--- config.mk ---
export PLATFORM = sky130hd
export DESIGN_NAME = otter_decode_stage
export DESIGN_NICKNAME = d
export VERILOG_FILES = /design/src/rtl/otter_pkg.sv /design/src/rtl/otter_ctrl_dcdr.sv /design/src/rtl/otter_decode_stage.sv
export SDC_FILE = /design/constraint.sdc
export NUM_CORES = 1
export LEC_CHECK = 0
export BUFFER_PORTS_ARGS = -buffer_cell sky130_fd_sc_hd__buf_2
export CAP_MARGIN = 20
export CELL_PAD_IN_SITES_DETAIL_PLACEMENT = 1
export CELL_PAD_IN_SITES_GLOBAL_PLACEMENT = 1
export CORE_MARGIN = 2
export CORE_UTILIZATION = 38
export DETAILED_ROUTE_END_ITERATION = 6
export PLACE_DENSITY = 0.95
export SYNTH_ARGS = -nofsm -noshare
export SYNTH_HDL_FRONTEND = slang
export SYNTH_SLANG_ARGS = --single-unit
export TNS_END_PERCENT = 30
--- constraint.sdc ---
create_clock -name CLK -period 6.65 [get_ports CLK]
set_input_delay 0.3325 -clock CLK [delete_from_list [all_inputs] [get_ports CLK]]
set_output_delay 0.3325 -clock CLK [all_outputs]
set_load 0.05 [all_outputs]
--- src/rtl/otter_pkg.sv ---
// Shared types for the OTTER decode stage: opcodes, ALU codes, mux selects
// and the registered control bundle carried from ID to EX.
package otter_pkg;

    typedef enum logic [6:0] {
        OPC_LOAD   = 7'b0000011,
        OPC_OP_IMM = 7'b0010011,
        OPC_OP     = 7'b0110011,
        OPC_LUI    = 7'b0110111,
        OPC_AUIPC  = 7'b0010111,
        OPC_BRANCH = 7'b1100011,
        OPC_JAL    = 7'b1101111,
        OPC_JALR   = 7'b1100111,
        OPC_STORE  = 7'b0100011,
        OPC_SYSTEM = 7'b1110011
    } opcode_t;

    localparam logic [3:0] ALU_ADD  = 4'b0000;
    localparam logic [3:0] ALU_SLL  = 4'b0001;
    localparam logic [3:0] ALU_SLT  = 4'b0010;
    localparam logic [3:0] ALU_SLTU = 4'b0011;
    localparam logic [3:0] ALU_XOR  = 4'b0100;
    localparam logic [3:0] ALU_SRL  = 4'b0101;
    localparam logic [3:0] ALU_OR   = 4'b0110;
    localparam logic [3:0] ALU_AND  = 4'b0111;
    localparam logic [3:0] ALU_SUB  = 4'b1000;
    localparam logic [3:0] ALU_LUI  = 4'b1001;
    localparam logic [3:0] ALU_SRA  = 4'b1101;

    localparam logic [31:0] MRET_INSTR = 32'h3020_0073;

    typedef enum logic [1:0] {SRCA_RS1 = 2'd0, SRCA_UIMM = 2'd1, SRCA_NOT_RS1 = 2'd2} srca_t;
    typedef enum logic [2:0] {SRCB_RS2 = 3'd0, SRCB_IIMM = 3'd1, SRCB_SIMM = 3'd2,
                              SRCB_PC = 3'd3, SRCB_CSR = 3'd4} srcb_t;
    typedef enum logic [1:0] {WR_PC4 = 2'd0, WR_CSR = 2'd1, WR_MEM = 2'd2, WR_ALU = 2'd3} wrsel_t;
    typedef enum logic [2:0] {BR_EQ = 3'b000, BR_NE = 3'b001, BR_NONE = 3'b010, BR_LT = 3'b100,
                              BR_GE = 3'b101, BR_LTU = 3'b110, BR_GEU = 3'b111} br_t;
    typedef enum logic [1:0] {JMP_NONE = 2'd0, JMP_JALR = 2'd1, JMP_JAL = 2'd2} jump_t;
    typedef enum logic [1:0] {CSR_NONE = 2'd0, CSR_RW = 2'd1, CSR_RS = 2'd2, CSR_RC = 2'd3} csr_op_t;

    typedef struct packed {
        logic [3:0] alu_fun;
        srca_t      alu_srcA;
        srcb_t      alu_srcB;
        wrsel_t     rf_wr_sel;
        logic       reg_write;
        logic       mem_read;
        logic       mem_write;
        logic [2:0] mem_size;
        br_t        br_type;
        jump_t      jump;
        csr_op_t    csr_op;
        logic       mret;
        logic       trap;
        logic       illegal;
        logic [2:0] mext;
        logic       is_mext;
    } ctrl_t;

    // A bundle that does nothing: no writes, no memory, no branch.
    function automatic ctrl_t idle_ctrl();
        ctrl_t c;
        c = '0;
        c.br_type = BR_NONE;
        return c;
    endfunction

endpackage

--- src/rtl/otter_ctrl_dcdr.sv ---
// Combinational instruction decoder: instruction word -> control bundle plus
// flags telling the hazard logic which source registers are actually read.
module otter_ctrl_dcdr
    import otter_pkg::*;
#(
    parameter bit SUPPORT_MEXT = 1'b0
) (
    input  logic [31:0] instr_i,
    output ctrl_t       ctrl_o,
    output logic        rs1_used_o,
    output logic        rs2_used_o
);

    logic [2:0] funct3;
    logic [6:0] funct7;
    logic [4:0] rd;
    logic       writes_rd;

    assign funct3 = instr_i[14:12];
    assign funct7 = instr_i[31:25];
    assign rd     = instr_i[11:7];

    // Decode by opcode; illegal encodings are scrubbed at the end.
    always_comb begin
        ctrl_o     = idle_ctrl();
        rs1_used_o = 1'b0;
        rs2_used_o = 1'b0;
        writes_rd  = 1'b0;
        case (instr_i[6:0])
            OPC_LOAD: begin
                ctrl_o.alu_srcB  = SRCB_IIMM;
                ctrl_o.rf_wr_sel = WR_MEM;
                ctrl_o.mem_read  = 1'b1;
                ctrl_o.mem_size  = funct3;
                rs1_used_o       = 1'b1;
                writes_rd        = 1'b1;
            end
            OPC_STORE: begin
                ctrl_o.alu_srcB  = SRCB_SIMM;
                ctrl_o.mem_write = 1'b1;
                ctrl_o.mem_size  = funct3;
                rs1_used_o       = 1'b1;
                rs2_used_o       = 1'b1;
            end
            OPC_OP_IMM: begin
                // Only the right shift uses funct7[5] (srai); other I-type bits are immediate.
                ctrl_o.alu_fun   = {(funct3 == 3'b101) & funct7[5], funct3};
                ctrl_o.alu_srcB  = SRCB_IIMM;
                ctrl_o.rf_wr_sel = WR_ALU;
                rs1_used_o       = 1'b1;
                writes_rd        = 1'b1;
            end
            OPC_OP: begin
                rs1_used_o       = 1'b1;
                rs2_used_o       = 1'b1;
                ctrl_o.rf_wr_sel = WR_ALU;
                writes_rd        = 1'b1;
                if (funct7 == 7'b0000001) begin
                    if (SUPPORT_MEXT) begin
                        ctrl_o.is_mext = 1'b1;
                        ctrl_o.mext    = funct3;
                    end else begin
                        ctrl_o.illegal = 1'b1;
                    end
                end else begin
                    ctrl_o.alu_fun = {funct7[5], funct3};
                end
            end
            OPC_LUI: begin
                ctrl_o.alu_fun   = ALU_LUI;
                ctrl_o.alu_srcA  = SRCA_UIMM;
                ctrl_o.rf_wr_sel = WR_ALU;
                writes_rd        = 1'b1;
            end
            OPC_AUIPC: begin
                ctrl_o.alu_srcA  = SRCA_UIMM;
                ctrl_o.alu_srcB  = SRCB_PC;
                ctrl_o.rf_wr_sel = WR_ALU;
                writes_rd        = 1'b1;
            end
            OPC_JAL: begin
                ctrl_o.jump      = JMP_JAL;
                ctrl_o.rf_wr_sel = WR_PC4;
                writes_rd        = 1'b1;
            end
            OPC_JALR: begin
                ctrl_o.jump      = JMP_JALR;
                ctrl_o.alu_srcB  = SRCB_IIMM;
                ctrl_o.rf_wr_sel = WR_PC4;
                rs1_used_o       = 1'b1;
                writes_rd        = 1'b1;
            end
            OPC_BRANCH: begin
                rs1_used_o = 1'b1;
                rs2_used_o = 1'b1;
                if (funct3 == 3'b010 || funct3 == 3'b011) ctrl_o.illegal = 1'b1;
                else                                      ctrl_o.br_type = br_t'(funct3);
            end
            OPC_SYSTEM: begin
                ctrl_o.rf_wr_sel = WR_CSR;
                case (funct3)
                    3'b000: begin
                        ctrl_o.rf_wr_sel = WR_PC4;
                        if (instr_i == MRET_INSTR) ctrl_o.mret    = 1'b1;
                        else                       ctrl_o.illegal = 1'b1;
                    end
                    3'b001: begin
                        ctrl_o.csr_op = CSR_RW;
                        ctrl_o.alu_fun = ALU_LUI;
                        rs1_used_o = 1'b1;
                        writes_rd  = 1'b1;
                    end
                    3'b010: begin
                        ctrl_o.csr_op   = CSR_RS;
                        ctrl_o.alu_fun  = ALU_OR;
                        ctrl_o.alu_srcB = SRCB_CSR;
                        rs1_used_o = 1'b1;
                        writes_rd  = 1'b1;
                    end
                    3'b011: begin
                        ctrl_o.csr_op   = CSR_RC;
                        ctrl_o.alu_fun  = ALU_AND;
                        ctrl_o.alu_srcA = SRCA_NOT_RS1;
                        ctrl_o.alu_srcB = SRCB_CSR;
                        rs1_used_o = 1'b1;
                        writes_rd  = 1'b1;
                    end
                    default: ctrl_o.illegal = 1'b1;
                endcase
            end
            default: ctrl_o.illegal = 1'b1;
        endcase

        // An illegal op carries nothing but its illegal flag into EX.
        if (ctrl_o.illegal) begin
            ctrl_o         = idle_ctrl();
            ctrl_o.illegal = 1'b1;
            rs1_used_o     = 1'b0;
            rs2_used_o     = 1'b0;
            writes_rd      = 1'b0;
        end
        ctrl_o.reg_write = writes_rd & (rd != 5'd0);
    end

endmodule

--- src/rtl/otter_decode_stage.sv ---
// ID stage: decodes the fetched instruction into the ID/EX register, inserting
// load-use bubbles, honouring EX backpressure, flushes and interrupt traps.
// Handshake: an instruction moves from IF to ID/EX on a rising edge where
// if_valid & id_ready & !flush; the ID/EX contents move on when ex_ready is high.
module otter_decode_stage
    import otter_pkg::*;
#(
    parameter int XLEN           = 32,
    parameter bit SUPPORT_MEXT   = 1'b0,
    parameter bit LOAD_USE_STALL = 1'b1
) (
    input  logic            CLK,
    input  logic            RST,
    input  logic            if_valid,
    input  logic [31:0]     if_instr,
    input  logic [XLEN-1:0] if_pc,
    output logic            id_ready,
    input  logic            ex_ready,
    input  logic            flush,
    input  logic            int_taken,
    output logic            ex_valid,
    output ctrl_t           ex_ctrl,
    output logic [XLEN-1:0] ex_pc,
    output logic [4:0]      ex_rs1,
    output logic [4:0]      ex_rs2,
    output logic [4:0]      ex_rd,
    output logic [15:0]     stall_cnt
);

    ctrl_t           dec_ctrl;
    logic            rs1_used, rs2_used;
    logic [4:0]      if_rs1, if_rs2, if_rd;
    logic            hz;

    logic            ex_valid_q, ex_valid_d;
    ctrl_t           ex_ctrl_q, ex_ctrl_d;
    logic [XLEN-1:0] ex_pc_q, ex_pc_d;
    logic [4:0]      ex_rs1_q, ex_rs1_d, ex_rs2_q, ex_rs2_d, ex_rd_q, ex_rd_d;
    logic [15:0]     stall_cnt_q, stall_cnt_d;

    otter_ctrl_dcdr #(.SUPPORT_MEXT(SUPPORT_MEXT)) u_dcdr (
        .instr_i    (if_instr),
        .ctrl_o     (dec_ctrl),
        .rs1_used_o (rs1_used),
        .rs2_used_o (rs2_used)
    );

    assign if_rs1 = if_instr[19:15];
    assign if_rs2 = if_instr[24:20];
    assign if_rd  = if_instr[11:7];

    // A load in EX whose destination feeds the instruction at IF forces a bubble.
    assign hz = LOAD_USE_STALL && ex_valid_q && ex_ctrl_q.mem_read && (ex_rd_q != 5'd0) &&
                (((ex_rd_q == if_rs1) && rs1_used) || ((ex_rd_q == if_rs2) && rs2_used));

    assign id_ready = !RST && ex_ready && !hz;

    // Next-state for the ID/EX register, in priority order flush > hold > bubble > load.
    always_comb begin
        ex_valid_d  = ex_valid_q;
        ex_ctrl_d   = ex_ctrl_q;
        ex_pc_d     = ex_pc_q;
        ex_rs1_d    = ex_rs1_q;
        ex_rs2_d    = ex_rs2_q;
        ex_rd_d     = ex_rd_q;
        stall_cnt_d = stall_cnt_q;
        if (flush) begin
            ex_valid_d = 1'b0;
        end else if (ex_ready) begin
            if (hz) begin
                ex_valid_d = 1'b0;
                if (stall_cnt_q != 16'hFFFF) stall_cnt_d = stall_cnt_q + 16'd1;
            end else if (if_valid) begin
                ex_valid_d = 1'b1;
                ex_pc_d    = if_pc;
                if (int_taken) begin
                    // The trap replaces the instruction; it names no registers.
                    ex_ctrl_d      = idle_ctrl();
                    ex_ctrl_d.trap = 1'b1;
                    ex_rs1_d       = 5'd0;
                    ex_rs2_d       = 5'd0;
                    ex_rd_d        = 5'd0;
                end else begin
                    ex_ctrl_d = dec_ctrl;
                    ex_rs1_d  = if_rs1;
                    ex_rs2_d  = if_rs2;
                    ex_rd_d   = if_rd;
                end
            end else begin
                ex_valid_d = 1'b0;
            end
        end
    end

    // ID/EX register and bubble counter with synchronous reset.
    always_ff @(posedge CLK) begin
        if (RST) begin
            ex_valid_q  <= 1'b0;
            ex_ctrl_q   <= '0;
            ex_pc_q     <= '0;
            ex_rs1_q    <= '0;
            ex_rs2_q    <= '0;
            ex_rd_q     <= '0;
            stall_cnt_q <= '0;
        end else begin
            ex_valid_q  <= ex_valid_d;
            ex_ctrl_q   <= ex_ctrl_d;
            ex_pc_q     <= ex_pc_d;
            ex_rs1_q    <= ex_rs1_d;
            ex_rs2_q    <= ex_rs2_d;
            ex_rd_q     <= ex_rd_d;
            stall_cnt_q <= stall_cnt_d;
        end
    end

    assign ex_valid  = ex_valid_q;
    assign ex_ctrl   = ex_ctrl_q;
    assign ex_pc     = ex_pc_q;
    assign ex_rs1    = ex_rs1_q;
    assign ex_rs2    = ex_rs2_q;
    assign ex_rd     = ex_rd_q;
    assign stall_cnt = stall_cnt_q;

endmodule

# Word level (Yosys, flattened, before mapping)
# Cells that the tools add are included.
# totals
regBits	95
output_inout_bits	96
elab_cells	111
# op_classes
add_sub_neg	1
n_eq_ne	19
muxes	38
n_bitwise	4
reduce_logical	27
# op_table
op	count
31-bit two-way mux	2
32-bit by 30-bit == test with 1-bit output (second input constant)	1
7-bit == test (second input constant)	4
7-bit by 6-bit == test with 1-bit output (second input constant)	3
16-bit by 1-bit adder with 16-bit output (second input constant)	1
16-bit inequality test (second input constant)	1
4-bit case mux with 4 select lines	1
1-bit two-way mux	15
3-bit two-way mux	5
5-bit two-way mux	3
7-bit by 5-bit == test with 1-bit output (second input constant)	2
7-bit OR reduction	2
2-bit case mux with 3 select lines	2
3-bit case mux with 4 select lines	1
4-bit case mux with 3 select lines	1
5-bit == test	2
5-bit nonzero test	2
3-bit OR reduction	3
2-bit case mux with 2 select lines	2
4-bit AND reduction	2
2-bit OR reduction	4
7-bit by 1-bit == test with 1-bit output (second input constant)	1
7-bit by 2-bit == test with 1-bit output (second input constant)	1
1-bit logical AND	7
14 further kinds	21

# Depth between registers and ports, before layout
# depth
word_depth	10
ltp_mapped	10

# Modules after synthesis
# From an unflattened synthesis, not the netlist that was laid out.
# unflattened
cells_unflattened	557
area_unflattened_um2	4580.6
# modules_own_cells
module	instances	cells_each	area_per_inst_um2	seq_area_each_um2
otter_decode_stage	1	463	3877.5	1901.8
otter_ctrl_dcdr	1	94	703.2	0.0

# Worst setup path before layout
# OpenSTA, ideal clock, no wires.
# synth_path
path_type	input port to output port
start	in if_instr[2]
end	out id_ready
arrival_ns	2.724
required_ns	6.318
path_slack_ns	3.594
path_stages	8
n_path_buf	2
cell_sequence	buf_6 nand4bb_4 nor3_2 o21ai_1 o2111ai_4 buf_2 nor2_1 nor3b_1
# synth_via
elab_chain_cells	10
word_cells_on_any_way	27
cone_classes	eq/ne (11); mux (7); reduce/logical (9)
# synth_rtl
element	line	source
from (decl)	otter_decode_stage.sv:15	input logic [31:0] if_instr,
32-bit by 30-bit == test with 1-bit output	otter_ctrl_dcdr.sv:104	if (instr_i == MRET_INSTR) ctrl_o.mret = 1'b1;
1-bit two-way mux	otter_ctrl_dcdr.sv:104	
1-bit case mux with 2 select lines	otter_ctrl_dcdr.sv:101	case (funct3)
1-bit case mux with 4 select lines	otter_ctrl_dcdr.sv:29	case (instr_i[6:0])
1-bit two-way mux	otter_ctrl_dcdr.sv:135	if (ctrl_o.illegal) begin
1-bit logical AND	otter_decode_stage.sv:54	(((ex_rd_q == if_rs1) && rs1_used) || ((ex_rd_q == if_rs2) && rs2_used));
1-bit logical OR (*)	otter_decode_stage.sv:54	
1-bit logical AND (*)	otter_decode_stage.sv:53	assign hz = LOAD_USE_STALL && ex_valid_q && ex_ctrl_q.mem_read && (ex_rd_q != 5'd0) &&
1-bit zero test (*)	otter_decode_stage.sv:56	assign id_ready = !RST && ex_ready && !hz;
1-bit logical AND (*)	otter_decode_stage.sv:56	
to (decl)	otter_decode_stage.sv:17	output logic id_ready,
# Mark *: on every way between the ends. The rest lies on a longest branch, timed or not.

# Worst setup path after layout
# layout_path
start	reg ex_rd_q[1], in the netlist ex_rd[1]
end	reg ex_pc_q[2], in the netlist ex_pc[2]
# layout_via
elab_chain_cells	6
word_cells_on_any_way	10
cone_classes	eq/ne (2); bitwise (1); reduce/logical (7)
# layout_rtl
element	line	source
from (decl)	otter_decode_stage.sv:38	logic [4:0] ex_rs1_q, ex_rs1_d, ex_rs2_q, ex_rs2_d, ex_rd_q, ex_rd_d;
from (signal assigned)	otter_decode_stage.sv:111	ex_rd_q <= ex_rd_d;
5-bit == test	otter_decode_stage.sv:54	
1-bit logical AND	otter_decode_stage.sv:54	
1-bit logical OR	otter_decode_stage.sv:54	
1-bit logical AND (*)	otter_decode_stage.sv:53	
1-bit inverter (no line) (*)	-	
4-bit AND reduction (no line) (*)	-	
to (signal assigned)	otter_decode_stage.sv:108	ex_pc_q <= ex_pc_d;
to (decl)	otter_decode_stage.sv:37	logic [XLEN-1:0] ex_pc_q, ex_pc_d;
# Marks and branches as above.
# A chain may end at the register's enable or synchronous reset.

==> flow_metrics.tcl <==
set metrics [dict create \
    dieHeight_um 111 \
    ant_nets 0 \
    gr-total-overflow 0 \
    grt_pass1_wl_um 23100 \
    final_common_cell "buf_2" \
    min_path_type "primary input to flip-flop" \
    crit_required_ns 6.91 \
    drt-total-wl_um 14400 \
    placementRows 39 \
    io-pin-count 166 \
    syn_area_per_cell_um2 8.10 \
    crit_fanout 56 \
    synth-edff-count 0 \
    power_density_nw_per_um2 227 \
    drt_iter0_drc 263 \
    hold_start "flush" \
    place_congestion 0.865 \
    grt_pass1_vias 4526 \
    postCtsSetupRepairBufs 0 \
    worstSetupEndpointType "flip-flop" \
    cts.sink_count 91 \
    tightestPinTransition_ns 1.08 \
    antenna_found_initial 0 \
    finalPower_mw 1.24 \
    critPathLaunchType "flip-flop" \
    drcViolationCount 0 \
    vias 4486 \
    netlist_area_um2 4350 \
    skew_ns 0.00706 \
    grt_max_degree 111 \
    cts_tree "done" \
    layout.nets 741 \
    initial_utilization 0.386 \
    peakVddDrop_uv 126 \
    crit_start "ex_rd[1]" \
    finalHoldViolations 0 \
    utilization 0.483 \
    core_area_um2 11300 \
    yosysSeqAreaShare 0.419 \
    cts-resized-gates 0 \
    grt_usage 0.229 \
    place_hpwl_um 10400 \
    numPortBuffers 161 \
    htreeDepth 3 \
    cts-hold-fix-buffers 0 \
    die_w_um 111 \
    highest_layer "met4" \
    post-route-period-util 0.465 \
    post_drt_wl_per_cell_um 17.7 \
    synth_top_flop_cell "dfxtp_1" \
    dieArea_um2 12300 \
    cap_violations 0 \
    final_cell_mix "160 x buf_2, 111 x nand2_1, 91 x dfxtp_1" \
    slew-limit-headroom 0.280 \
    status "complete, no violations" \
    max_freq_ghz 0.323 \
    crit_type "flip-flop to flip-flop" \
    met2_length_um 7370 \
    reg2reg_from "ex_rd[1]" \
    wl_met3_um 869 \
    p_leak_nw 2.31 \
    viasPerCell 5.50 \
    setup_viol 0 \
    ys_async_sr_fraction 0 \
    syn_inst 537 \
    setup_tns_ns 0 \
    whs_ns 0.201 \
    synth_cell_type_count 67 \
    cts_buffers 9 \
    path_clk_slew_ns 0.06 \
    root_buffer "clkbuf_16" \
    area_growth_pct 25.3 \
    ys.warnings.count 0 \
    clock_path_buffers 2 \
    finalMaxSlewViolations 0 \
    ys_ff_latch 91 \
    clock_latency_ns 0.34 \
    arrival_ns 3.35 \
    rsz0062_at_grt "false" \
    drtPass1Iterations 4 \
    n_antenna_cell 0 \
    drive_gt1_frac 0.291 \
    wl_met1_um 5880 \
    finalCriticalPeriod_ns 3.09 \
]
==> cell type report <==
class | instances | area, µm²
Tap cell | 143 | 179
Multi-Input combinational cell | 394 | 2280
Fill cell | 1441 | 5820
Timing Repair Buffer | 163 | 823
Clock buffer | 11 | 233
Sequential cell | 91 | 1820
Clock inverter | 3 | 65.1
Inverter | 11 | 43.8
==> power by group <==
group	internal, mW	leakage [nW]	switching [mW]
combinational	0.0420	1.43	0.104
sequential	0.554	0.736	0.00538
clock	0.325	0.145	0.205
==> logic make-up after synthesis <==
logic type,after synthesis,synth area share
and+or+nand+nor,257,0.307
AOI/OAI and AO/OA,111,0.164
DFF,91,0.419
buffers and inverters,55,0.0610
xor gates and xnor gates,15,0.0302
muxes,6,0.0155
adders and majority gates,1,0.00288
other,1,0.000862
==> metrics by stage <==
stage / cells / area [µm²] / setup slack (ns)
floorplan: 540 / 4360 / 3.59
global placement: 802 / 5150 / 3.45
detailed placement: 802 / 5150 / 3.31
CTS: 816 / 5450 / 3.55
global route: 816 / 5450 / 3.36
finish: 816 / 5450 / 3.56
==> flip-flops by register name (all words and copies together), names as in the netlist <==
signal and count:
ex_rs2 5, ex_rs1 5, stall_cnt 16, ex_valid 1, ex_ctrl 27, ex_pc 32
ex_rd 5
==> metal layers <==
metal,global-route usage,up-vias
met3,0.0448,25
met1,0.275,2187
met5,0,-
met2,0.404,155
li1,-,2119
met4,0.0867,0
==> synth_stat cells, types with 5 or more instances <==
cell	n	area, µm²
nand3b_1	25	188
a21oi_1	71	355
buf_2	20	100
nor2_1	31	116
buf_4	6	45.0
and2_1	5	31.3
clkbuf_1	16	60.1
xnor2_1	13	114
o21ai_0	7	35.0
nand2_1	111	417
nand4_1	12	75.1
nor2b_1	8	50.1
inv_1	10	37.5
dfxtp_1	91	1820
nor3_1	11	55.1
nand3_1	18	90.1
==> final timing paths <==
check	end	slack [ns]	depth (start not counted)
worst max-delay path	ex_pc[2]	3.56	8
worst min-delay path	ex_valid	0.20	2
worst max register to register	ex_pc[2]	3.56	8
worst min register to register	ex_rs1[2]	0.45	2
==> worst max-delay path: stages, from the launching register on <==
cell and delay, ns:
dfxtp_1 0.46, xnor2_1 0.15, nand3_1 0.09, nor3_1 0.52, o21ai_1 0.30, o21bai_4 0.57, buf_4 0.60, nand2_1 0.14
a21oi_1 0.17
(Power assumes the default switching activity.)
